File: config.mk
export PLATFORM = sky130hd
export DESIGN_NAME = onchip_memory_stream_loader
export DESIGN_NICKNAME = d
export VERILOG_FILES = /design/src/rtl/onchip_loader_pkg.sv /design/src/rtl/onchip_mem_byte_packer.sv /design/src/rtl/onchip_memory_stream_loader.sv
export SDC_FILE = /design/constraint.sdc
export NUM_CORES = 1
export LEC_CHECK = 0
export BUFFER_PORTS_ARGS = -buffer_cell sky130_fd_sc_hd__buf_2
export CAP_MARGIN = 20
export CORE_MARGIN = 1.5
export CORE_UTILIZATION = 55
export CTS_BUF_LIST = sky130_fd_sc_hd__clkbuf_4 sky130_fd_sc_hd__clkbuf_8 sky130_fd_sc_hd__clkbuf_16
export CTS_CLUSTER_DIAMETER = 200
export CTS_CLUSTER_SIZE = 24
export DETAILED_ROUTE_END_ITERATION = 16
export HOLD_SLACK_MARGIN = 0.1
export PLACE_DENSITY = 0.79
export SKIP_LAST_GASP = 1
export SLEW_MARGIN = 20
export SYNTH_ARGS = -nofsm -noshare
export SYNTH_HDL_FRONTEND = slang
export SYNTH_HIERARCHICAL = 1
export SYNTH_SLANG_ARGS = --single-unit
File: constraint.sdc
create_clock -name clk -period 3.2 [get_ports clk]
set_input_delay 0.16 -clock clk [delete_from_list [all_inputs] [get_ports clk]]
set_output_delay 0.16 -clock clk [all_outputs]
set_load 0.03 [all_outputs]
File: src/rtl/onchip_loader_pkg.sv
// Shared definitions for the on-chip memory stream loader.
// Contents:
//   DEPTH_DEFAULT  default RAM depth in 32-bit words
//   WORD_W         RAM data width
//   LANES          byte lanes per RAM word
//   loader_state_e loader FSM encoding (idle / filling / overflowed)
//   lane_mask()    byteenable covering lanes 0..lane inclusive
package onchip_loader_pkg;

    localparam int unsigned DEPTH_DEFAULT = 2250;
    localparam int unsigned WORD_W        = 32;
    localparam int unsigned LANES         = 4;

    typedef enum logic [1:0] {
        StIdle = 2'd0,
        StFill = 2'd1,
        StOvf  = 2'd2
    } loader_state_e;

    function automatic logic [LANES-1:0] lane_mask(input logic [1:0] lane);
        logic [LANES-1:0] mask;
        case (lane)
            2'd0:    mask = 4'b0001;
            2'd1:    mask = 4'b0011;
            2'd2:    mask = 4'b0111;
            default: mask = 4'b1111;
        endcase
        return mask;
    endfunction

endpackage

File: src/rtl/onchip_mem_byte_packer.sv
// Byte-to-word packer for the stream loader.
// Collects bytes into little-endian 32-bit words: byte k of a word lands in lane k.
// The completed word is presented combinationally in the same cycle as the byte that
// completes it (lane 3 filled, or the last byte of a packet), and packing of the next word
// starts immediately, so the owner can register it straight into the RAM strobes.
// Ports:
//   clk, reset   system clock, synchronous active-high reset
//   push         accept in_byte this cycle
//   restart      discard any partial word; in_byte goes to lane 0
//   last         in_byte ends the packet; flush whatever is filled
//   in_byte      data byte
//   word_valid   a word is complete this cycle
//   word         completed word, unfilled lanes zero
//   be           lanes filled in word
module onchip_mem_byte_packer
    import onchip_loader_pkg::*;
(
    input  logic              clk,
    input  logic              reset,
    input  logic              push,
    input  logic              restart,
    input  logic              last,
    input  logic [7:0]        in_byte,
    output logic              word_valid,
    output logic [WORD_W-1:0] word,
    output logic [LANES-1:0]  be
);

    logic [1:0]        lane_q, lane_d, base_lane;
    logic [WORD_W-1:0] accum_q, accum_d, base_word;

    always_comb begin
        base_lane  = restart ? 2'd0 : lane_q;
        base_word  = restart ? '0 : accum_q;
        word       = base_word | (WORD_W'(in_byte) << {base_lane, 3'b000});
        be         = lane_mask(base_lane);
        word_valid = push & ((base_lane == 2'd3) | last);

        lane_d  = lane_q;
        accum_d = accum_q;
        if (push) begin
            if (word_valid) begin
                lane_d  = 2'd0;
                accum_d = '0;
            end else begin
                lane_d  = base_lane + 2'd1;
                accum_d = word;
            end
        end
    end

    always_ff @(posedge clk) begin
        if (reset) begin
            lane_q  <= 2'd0;
            accum_q <= '0;
        end else begin
            lane_q  <= lane_d;
            accum_q <= accum_d;
        end
    end

endmodule

File: src/rtl/onchip_memory_stream_loader.sv
// Avalon-ST byte sink that packs a packet into 32-bit little-endian words and writes them
// from address 0 upward into a single-port on-chip RAM through its Avalon-MM s1 pins.
// Always ready; one byte per clock; one registered write strobe per completed word.
// Words that would land at address DEPTH or beyond are not written: the packet is marked
// overflowed and the rest of it is dropped until the next start-of-packet.
// Optional feature: define LOADER_CHECKSUM_EN to add checksum[15:0], the mod-2^16 sum of
// every byte of the current packet (including bytes dropped after overflow).
// Ports:
//   clk, reset       system clock, synchronous active-high reset
//   in_data/in_valid/in_sop/in_eop/in_ready   Avalon-ST byte sink
//   mem_address/mem_byteenable/mem_chipselect/mem_write/mem_writedata/mem_clken  RAM s1
//   done             one-clk pulse the clock after the packet's final write
//   overflow         sticky: packet exceeded DEPTH words; cleared by next SOP
//   word_count       words written in current/last packet
//   checksum         (LOADER_CHECKSUM_EN only) byte sum of current packet
module onchip_memory_stream_loader
    import onchip_loader_pkg::*;
#(
    parameter int unsigned ADDR_W = 12,
    parameter int unsigned DEPTH  = DEPTH_DEFAULT
) (
    input  logic              clk,
    input  logic              reset,
    input  logic [7:0]        in_data,
    input  logic              in_valid,
    input  logic              in_sop,
    input  logic              in_eop,
    output logic              in_ready,
    output logic [ADDR_W-1:0] mem_address,
    output logic [LANES-1:0]  mem_byteenable,
    output logic              mem_chipselect,
    output logic              mem_write,
    output logic [WORD_W-1:0] mem_writedata,
    output logic              mem_clken,
    output logic              done,
    output logic              overflow,
    output logic [ADDR_W-1:0] word_count
`ifdef LOADER_CHECKSUM_EN
    ,
    output logic [15:0]       checksum
`endif
);

    // One extra bit so the count can reach DEPTH even when DEPTH == 2**ADDR_W.
    localparam logic [ADDR_W:0] DepthCnt = (ADDR_W + 1)'(DEPTH);

    loader_state_e state_q, state_d;

    logic              accept, start, push;
    logic              word_valid;
    logic [WORD_W-1:0] word;
    logic [LANES-1:0]  be;
    logic [ADDR_W:0]   count_q, cur_count;
    logic              issue, ovf_hit;

    logic              mem_write_q, last_write_q, done_q, overflow_q;
    logic [ADDR_W-1:0] mem_address_q;
    logic [LANES-1:0]  mem_be_q;
    logic [WORD_W-1:0] mem_data_q;

    onchip_mem_byte_packer u_packer (
        .clk        (clk),
        .reset      (reset),
        .push       (push),
        .restart    (start),
        .last       (in_eop),
        .in_byte    (in_data),
        .word_valid (word_valid),
        .word       (word),
        .be         (be)
    );

    always_comb begin
        accept    = in_valid;
        start     = accept & in_sop;
        push      = start | (accept & (state_q == StFill));
        // SOP restarts addressing in the same cycle, so a single-byte packet writes at 0.
        cur_count = start ? '0 : count_q;
        issue     = word_valid & (cur_count < DepthCnt);
        ovf_hit   = word_valid & ~issue;

        state_d = state_q;
        if (start) begin
            state_d = in_eop ? StIdle : StFill;
        end else begin
            case (state_q)
                StFill: begin
                    if (ovf_hit) begin
                        state_d = StOvf;
                    end else if (accept & in_eop) begin
                        state_d = StIdle;
                    end
                end
                default: state_d = state_q;
            endcase
        end
    end

    always_ff @(posedge clk) begin
        if (reset) begin
            state_q       <= StIdle;
            count_q       <= '0;
            mem_write_q   <= 1'b0;
            last_write_q  <= 1'b0;
            done_q        <= 1'b0;
            overflow_q    <= 1'b0;
            mem_address_q <= '0;
            mem_be_q      <= '0;
            mem_data_q    <= '0;
        end else begin
            state_q      <= state_d;
            mem_write_q  <= issue;
            last_write_q <= issue & in_eop;
            done_q       <= last_write_q;
            if (issue) begin
                mem_address_q <= cur_count[ADDR_W-1:0];
                mem_data_q    <= word;
                mem_be_q      <= be;
                count_q       <= cur_count + 1'b1;
            end else if (start) begin
                mem_address_q <= '0;
                count_q       <= '0;
            end
            if (start) begin
                overflow_q <= 1'b0;
            end else if (ovf_hit) begin
                overflow_q <= 1'b1;
            end
        end
    end

`ifdef LOADER_CHECKSUM_EN
    logic [15:0] csum_q;

    always_ff @(posedge clk) begin
        if (reset) begin
            csum_q <= '0;
        end else if (start) begin
            csum_q <= {8'd0, in_data};
        end else if (accept && (state_q != StIdle)) begin
            csum_q <= csum_q + {8'd0, in_data};
        end
    end

    assign checksum = csum_q;
`endif

    assign in_ready       = 1'b1;
    assign mem_clken      = 1'b1;
    assign mem_write      = mem_write_q;
    assign mem_chipselect = mem_write_q;
    assign mem_address    = mem_address_q;
    assign mem_byteenable = mem_be_q;
    assign mem_writedata  = mem_data_q;
    assign done           = done_q;
    assign overflow       = overflow_q;
    assign word_count     = count_q[ADDR_W-1:0];

endmodule

==> results.py, run 1 <==
metrics = {
    "finish": {
        "diodes": 0,
        "drive_gt1_share_pct": 19.07,
        "layout.nets": 572,
        "final_cells": 660,
        "area_growth_pct": 11.63,
    },
    "cts": {
        "numClockSinks": 101,
        "clockBufferDepth": 2,
        "post_cts_resized": 0,
        "cts_tree": "done",
        "clock_latency_ns": 0.36,
        "cts_root_buf": "clkbuf_8",
        "post_cts_buffers": 0,
        "clk_pin_slew_ns": 0.09,
        "cts_hold_buf": 0,
        "cts_made_buffers": 9,
        "htreeDepth": 3,
    },
    "pwr": {
        "power.density_nw_per_um2": 484.7,
        "ir_worst_vdd_v": 0.0002480,
        "leakagePower_nw": 1.943,
        "p_total_mw": 2.258,
    },
    "floorplan": {
        "core_area_um2": 7292,
        "start_util_pct": 57.24,
        "rows": 31,
        "die_y_um": 90.12,
        "fp.dieW_um": 90.12,
        "io_pins": 79,
        "fp.dieArea_um2": 8121,
    },
    "global_routing": {
        "grt_pass1_vias": 3190,
        "grt_max_degree": 40,
        "grt_overflow_total": 0,
        "antenna_found_initial": 0,
        "grt_pass1_wl_um": 15630,
        "gr-usage-all-layers_pct": 23.56,
    },
    "drt": {
        "dr.first_iter.drc_count": 260,
        "route.detailed.drc": 0,
        "vias": 3632,
        "vias_per_cell": 5.503,
        "drt-pass1-iter-count": 4,
        "routed_wl_um": 9417,
        "wl_per_cell_um": 14.27,
        "ant_nets": 0,
    },
    "timing": {
        "finalHoldViolCount": 0,
        "finalSetupViolCount": 0,
        "slew_headroom_pct": 48.79,
        "fin_skew_ns": 0.006843,
        "whs_ns": 0.1307,
        "fin_setup_tns_ns": 0,
        "period_minus_slack_ns": 2.624,
        "fmax_ghz": 0.3811,
        "rsz0062_at_grt": "false",
        "tightestPinTransition_ns": 0.7666,
        "period_share_pct": 81.99,
        "drv_slew": 0,
        "fin_ws_ns": 0.5763,
    },
    "placement": {
        "place_congestion": 0.8384,
        "dp_hpwl_um": 6339,
        "dp.cells": 645,
        "dp_slack_ns": 0.6141,
        "port_buffers": 76,
    },
    "logic_synthesis": {
        "synthFlopType": "dfxtp_1",
        "synth_area_per_cell_um2": 8.200,
        "synth_cell_types": 46,
        "netlist_top_cells_area": "dfxtp_1 48%, nand2_1 10%, a21oi_1 9.8%",
        "synthesis.area_um2": 4174,
        "yosys-top-cells-count": "116 x nand2_1, 101 x dfxtp_1, 82 x a21oi_1",
        "netlist_instances": 509,
        "synth-seq-cells": 101,
        "synth.most_common_cell": "nand2_1",
        "synth_edf_count": 0,
        "postSynth.asyncResetShare_pct": 0,
        "synth-seq-area-share_pct": 48.44,
        "synth_warnings": 6,
        "synth_top_cell_by_area": "dfxtp_1",
        "yosys.area.top_type_share_pct": 48.44,
    },
    "worst_setup_path": {
        "path_max_fanout": 17,
        "worstPathArrival_ns": 2.92,
        "start_kind": "flop",
        "criticalPathCategory": "flop to flop",
        "endpoint_kind": "flop",
        "cp.required_ns": 3.50,
    },
    "job": {
        "drv_cap": 0,
    },
    "run_status": {
        "run_status": "completed",
    },
    "worst_hold_path": {
        "hold_path_class": "input port to flop",
    },
}
## per-layer routing
metal  part of all wire [%]  up-vias  track usage (%)
met1                     46     1683            32.31
met4                    1.7        0            8.995
met5                      0        -                0
li1                       -     1801                -
met2                     46      132            36.74
met3                    6.5       16            4.569
## metrics by stage
| stage | cell area [um^2] | utilization (%) |
|---|---|---|
| detailed placement | 4476 | 61.38 |
| CTS | 4659 | 63.90 |
| finish | 4659 | 63.90 |
| global placement | 4476 | 61.38 |
| global route | 4659 | 63.90 |
| floorplan | 4178 | - |
## logic make-up after synthesis
logic type	count (synthesis)	share of synthesized area, %
DFF	101	48.44
AOI/OAI and AO/OA	147	21.85
and+or+nand+nor	197	21.31
other	2	0.1799
muxes	1	0.2398
adders and majority gates	2	0.5994
buffers and inverters	59	7.374
## report_power, final
group | switching [mW] | total (mW) | internal [mW]
registers | 0.0103 | 1.28 | 1.27
logic | 0.144 | 0.193 | 0.0494
clock network | 0.420 | 0.782 | 0.362
total | 0.574 | 2.26 | 1.68
## worst paths after layout
path                           start              endpoint  slack [ns]  cells past startpoint
hold reg to reg         last_write_q                  done        0.45                      1
setup / recovery  u_packer/lane_q[0]        mem_address[0]        0.58                      9
setup reg to reg  u_packer/lane_q[0]        mem_address[0]        0.58                      9
hold / removal            in_data[7]  u_packer/accum_q[23]        0.13                      2
## registers in the layout, indices dropped and copies added, names as in the netlist
signal / cells
state_q: 2
mem_chipselect: 1
mem_writedata: 32
mem_byteenable: 4
u_packer/lane_q: 2
u_packer/accum_q: 32
done: 1
count_q: 13
last_write_q: 1
mem_address: 12
overflow: 1
## critical path, cell delays in order, from the launching register on
cell and delay [ns]:
dfxtp_1 0.52, and2_1 0.36, nor2b_1 0.22, o21a_1 0.27
and3_1 0.21, a22oi_2 0.09, inv_2 0.25, ha_1 0.19
or3b_1 0.33, a21oi_1 0.12
## cell type report
| class | count | area (um^2) |
|---|---|---|
| multi-input combinational | 350 | 1848 |
| sequential | 101 | 2022 |
| tap | 99 | 123.9 |
| timing repair buffer | 84 | 440.4 |
| inverter | 11 | 41.29 |
| fill | 670 | 2633 |
| clock buffer | 10 | 131.4 |
| clock inverter | 5 | 52.55 |
## layout by cell type, fill, tap and decap left out, types with 4 or more instances in the layout
cell,synthesis,final
a21o_1,4,4
buf_2,11,76
a22o_1,24,24
and2_1,14,14
nand2_1,116,116
a21oi_1,82,82
o21ai_1,8,8
inv_1,10,10
buf_4,19,8
nor2_1,34,34
dfxtp_1,101,101
nor2b_1,8,8
and3_1,4,4
clkbuf_8,0,9
o21ai_0,8,8
nand3_1,6,6
No activity file was read; power rests on OpenSTA's default activity.
==> run 2, diff against run 1 <==
==> constraint.sdc (replaced) <==
create_clock -name clk -period 2.5 [get_ports clk]
set_input_delay 0.125 -clock clk [delete_from_list [all_inputs] [get_ports clk]]
set_output_delay 0.125 -clock clk [all_outputs]
set_load 0.03 [all_outputs]
==> run 2 against run 1 <==
Sequential power rose by 28%. Via count rose by 0.19%. Sequential share of layout area fell by 0.47 points. Clock power rose by 29%. Final area rose by 1.1%. Fmax rose by 16%. Combinational power rose by 34%. Wire length rose by 0.16%. Global-route usage rose by 0.83 points. Power rose by 29%. Critical endpoint is now last_write_q.
==> results.py, run 2 (synthesized netlist as in run 1, its figures left out) <==
metrics = {
    "run_status": {
        "run_status": "completed",
    },
    "global_routing": {
        "grt_pass1_vias": 3461,
        "grt_max_degree": 42,
        "gr-usage-all-layers_pct": 24.40,
        "antenna_found_initial": 0,
        "grt_pass1_wl_um": 16260,
        "grt_overflow_total": 0,
    },
    "floorplan": {
        "core_area_um2": 7292,
        "start_util_pct": 57.24,
        "fp.dieW_um": 90.12,
        "rows": 31,
        "die_y_um": 90.12,
        "fp.dieArea_um2": 8121,
        "io_pins": 79,
    },
    "timing": {
        "whs_ns": 0.1140,
        "fmax_ghz": 0.4418,
        "rsz0062_at_grt": "false",
        "fin_skew_ns": 0.007505,
        "period_minus_slack_ns": 2.263,
        "finalHoldViolCount": 0,
        "drv_slew": 0,
        "finalSetupViolCount": 0,
        "slew_headroom_pct": 55.71,
        "tightestPinTransition_ns": 0.6644,
        "fin_ws_ns": 0.2367,
        "fin_setup_tns_ns": 0,
        "period_share_pct": 90.53,
    },
    "drt": {
        "wl_per_cell_um": 14.18,
        "route.detailed.drc": 0,
        "dr.first_iter.drc_count": 223,
        "drt-pass1-iter-count": 5,
        "ant_nets": 0,
        "vias": 3639,
        "routed_wl_um": 9432,
        "vias_per_cell": 5.472,
    },
    "cts": {
        "htreeDepth": 3,
        "cts_made_buffers": 9,
        "cts_tree": "done",
        "clock_latency_ns": 0.35,
        "numClockSinks": 101,
        "cts_root_buf": "clkbuf_8",
        "post_cts_buffers": 0,
        "post_cts_resized": 0,
        "clk_pin_slew_ns": 0.09,
        "clockBufferDepth": 2,
    },
    "worst_setup_path": {
        "crit_chain": "and2_1 > nor2b_1 > o21a_1 > and3_1 > a22oi_2 > buf_4 > buf_4 > nor2_1 > and2_1",
        "endpoint_kind": "flop",
        "cp_slowest_cell": "dfxtp_1",
        "cp.required_ns": 2.75,
        "startpoint": "u_packer/lane_q[1]",
        "path_delay_family": "simple AND/OR/NAND/NOR gates",
        "path_max_fanout": 23,
        "max_stage_delay_ns": 0.38,
        "ff2ff_setup_slack_ns": 0.24,
        "path_buf_inv": 2,
        "worstPathArrival_ns": 2.51,
        "r2r-start": "u_packer/lane_q[1]",
        "criticalPathCategory": "flop to flop",
        "start_kind": "flop",
    },
    "finish": {
        "layout_common_cells": "116 x nand2_1, 101 x dfxtp_1, 82 x a21oi_1",
        "diodes": 0,
        "area_growth_pct": 12.86,
        "drive_gt1_share_pct": 19.61,
        "final_util_pct": 64.60,
        "layout.nets": 578,
        "fill_cells": 697,
        "mostFrequentLayoutCell": "nand2_1",
    },
    "worst_hold_path": {
        "min_from": "in_data[6]",
        "hold_path_class": "input port to flop",
    },
    "placement": {
        "dp_slack_ns": 0.2973,
        "port_buffers": 76,
        "dp_hpwl_um": 6282,
        "place_congestion": 0.9335,
    },
    "pwr": {
        "power.density_nw_per_um2": 616.5,
        "ir_worst_vdd_v": 0.0003353,
        "leakagePower_nw": 1.976,
    },
    "job": {
        "drv_cap": 0,
    },
}
## run 2: path summary, 6_finish.rpt
path | to | depth (start not counted)
min reg2reg | done | 1
min | u_packer/accum_q[22] | 2
max | last_write_q | 9
max reg2reg | last_write_q | 9
## run 2: layer usage
layer	routed length, um	GRT usage (%)	up-vias
li1	-	-	1808
met5	0	0	-
met4	123	9.392	0
met1	4304	32.28	1704
met2	4404	39.08	113
met3	599	5.076	14
## run 2: power breakdown
part	switching (mW)	internal [mW]	leakage, nW
logic	0.189	0.0695	1.06
clock network	0.505	0.501	0.0991
registers	0.0108	1.63	0.816
## run 2: through the flow
stage / power (mW) / instances / area (um^2)
2_1_floorplan: 1.859 / 510 / 4179
3_3_place_gp: 1.926 / 650 / 4513
3_5_place_dp: 1.933 / 650 / 4513
4_1_cts: 2.927 / 665 / 4711
5_1_grt: 3.018 / 665 / 4711
6_report: 2.904 / 665 / 4711
## run 2: cell type report
| type | instances | area, um^2 | area share (%) |
|---|---|---|---|
| timing repair buffer | 90 | 488.0 | 10.36 |
| sequential | 101 | 2022 | 42.92 |
| tap | 99 | 123.9 | 2.629 |
| clock buffer | 12 | 152.6 | 3.240 |
| inverter | 11 | 41.29 | 0.8765 |
| multi-input combinational | 350 | 1848 | 39.23 |
| clock inverter | 2 | 35.03 | 0.7437 |
## run 2: repair_timing
| item | CTS | global route |
|---|---|---|
| hold buffers | 1 | 0 |
| hold endpoints to repair | 1 | 0 |
| setup endpoints to repair | 0 | 0 |
==> run 3, diff against run 2 <==
--- a/config.mk
+++ b/config.mk
@@ -14,6 +14,7 @@
 export CTS_CLUSTER_SIZE = 24
 export DETAILED_ROUTE_END_ITERATION = 16
 export HOLD_SLACK_MARGIN = 0.1
+export MAX_ROUTING_LAYER = met4
 export PLACE_DENSITY = 0.79
 export SKIP_LAST_GASP = 1
 export SLEW_MARGIN = 20
==> run 3 against run 2 <==
Sequential share of layout area fell by 0.19 points. Clock skew grew 0.0032 ns. Sequential power barely moved. Critical path depth stayed put. First-iteration DRC count grew 40%. Count of clock-buffer cells in the layout grew 1. Global-route usage is 0.78 points higher. Setup slack worse by 0.015 ns. Register-to-register slack lost 0.02 ns. Hold slack worse by 0.0051 ns. Final area grew 0.45%. Via count rose by 1.7%. Critical endpoint unchanged.
==> results.py, run 3 (synthesized netlist as in run 1, its figures left out) <==
metrics = {
    "cts": {
        "clockBufferDepth": 2,
        "htreeDepth": 3,
        "clock_latency_ns": 0.36,
        "cts_tree": "done",
        "cts_made_buffers": 9,
        "numClockSinks": 101,
        "cts_root_buf": "clkbuf_8",
        "post_cts_resized": 0,
        "clk_pin_slew_ns": 0.09,
    },
    "pwr": {
        "leakagePower_nw": 1.987,
        "power.density_nw_per_um2": 617.2,
        "ir_worst_vdd_v": 0.0003342,
    },
    "worst_setup_path": {
        "startpoint": "state_q[0]",
        "rr_worst_depth": 9,
        "endpoint_kind": "flop",
        "cp.required_ns": 2.76,
        "criticalPathCategory": "flop to flop",
        "path_max_fanout": 23,
        "r2r-start": "state_q[0]",
        "worstPathArrival_ns": 2.54,
        "start_kind": "flop",
    },
    "finish": {
        "drive_gt1_share_pct": 19.68,
        "final_cells": 668,
        "mostFrequentLayoutCell": "nand2_1",
        "diodes": 0,
        "layout.nets": 580,
        "area_growth_pct": 13.37,
        "layout_common_cells": "116 x nand2_1, 101 x dfxtp_1, 82 x a21oi_1",
        "stdcell_area_um2": 4732,
    },
    "timing": {
        "tightestPinTransition_ns": 0.6037,
        "fin_setup_tns_ns": 0,
        "finalHoldViolCount": 0,
        "fmax_ghz": 0.4389,
        "period_share_pct": 91.14,
        "finalSetupViolCount": 0,
        "rsz0062_at_grt": "false",
        "period_minus_slack_ns": 2.278,
        "slew_headroom_pct": 59.76,
        "fin_skew_ns": 0.01071,
        "drv_slew": 0,
    },
    "drt": {
        "drt-pass1-iter-count": 5,
        "route.detailed.drc": 0,
        "ant_nets": 0,
        "wl_per_cell_um": 14.20,
        "vias_per_cell": 5.539,
        "dr.first_iter.drc_count": 313,
        "routed_wl_um": 9488,
        "vias": 3700,
    },
    "floorplan": {
        "fp.dieArea_um2": 8121,
        "start_util_pct": 57.24,
        "core_area_um2": 7292,
        "rows": 31,
        "io_pins": 79,
        "fp.dieW_um": 90.12,
        "die_y_um": 90.12,
    },
    "worst_hold_path": {
        "min_from": "in_data[1]",
        "whs_path_depth": 2,
        "hold_path_class": "input port to flop",
    },
    "global_routing": {
        "gr-usage-all-layers_pct": 25.17,
        "grt_overflow_total": 0,
        "grt_pass1_vias": 3482,
        "grt_max_degree": 42,
        "grt_pass1_wl_um": 16300,
        "antenna_found_initial": 0,
    },
    "placement": {
        "dp_hpwl_um": 6355,
        "placed_area_um2": 4513,
        "port_buffers": 76,
        "place_congestion": 0.9362,
        "dp.cells": 650,
    },
    "job": {
        "drv_cap": 0,
    },
    "run_status": {
        "run_status": "completed",
    },
}
## run 3: cell count changes in the layout (fill, tap and decap cells not counted), sizes merged
cell,before,now
clkbuf,12,13
dlygate4sd3,1,3
## run 3: where the power goes
group / switching (mW) / internal (mW) / total, mW
Combinational: 0.189 / 0.0713 / 0.260
Clock: 0.518 / 0.502 / 1.02
Sequential: 0.0116 / 1.63 / 1.64
## run 3: repair_timing
action                                 in CTS  in global routing
endpoints found under the hold margin       6                  0
buffers inserted                            0                  0
setup endpoints to repair                   0                  0
hold buffers                                3                  0
## run 3: critical path, stage by stage (launching register included)
cell     delay (ns)
dfxtp_1        0.34
nor2b_1        0.14
o21a_1         0.25
o21a_1         0.22
and3_1         0.18
a22oi_2        0.31
buf_4          0.22
buf_4          0.25
nor2_1         0.09
and2_1         0.18
## run 3: per-layer routing
| layer | wire, um | part of all wire, % | GRT usage, % | vias to the layer above |
|---|---|---|---|---|
| met5 | 0 | 0 | - | - |
| met4 | 143 | 1.5 | 9.259 | 0 |
| met3 | 636 | 6.7 | 5.330 | 14 |
| met2 | 4330 | 46 | 39.39 | 138 |
| met1 | 4378 | 46 | 32.13 | 1734 |
| li1 | - | - | - | 1814 |
## run 3: worst paths after layout
| path | to | slack (ns) |
|---|---|---|
| hold / removal | u_packer/accum_q[1] | 0.11 |
| hold reg to reg | done | 0.44 |
| setup / recovery | last_write_q | 0.22 |
| setup reg to reg | last_write_q | 0.22 |
## run 3: cell type report
type                    instances  area [um^2]
inverters                      11        41.29
fillers                       659         2560
multi-input cells             350         1848
clock inverters                 2        35.03
clock buffers                  13        153.9
well taps                      99        123.9
repair buffers                 92        508.0
flip-flops and latches        101         2022
## run 3: per-stage QoR
step	utilization [%]	worst slack [ns]	hold WS (ns)	total power, mW
2_1_floorplan	-	0.1111	0.1941	1.859
3_3_place_gp	61.89	0.3974	0.4175	1.927
3_5_place_dp	61.89	0.2799	0.4287	1.934
4_1_cts	64.89	0.2647	0.1001	2.931
5_1_grt	64.89	0.04615	0.1201	3.022
6_report	64.89	0.2215	0.1088	2.921
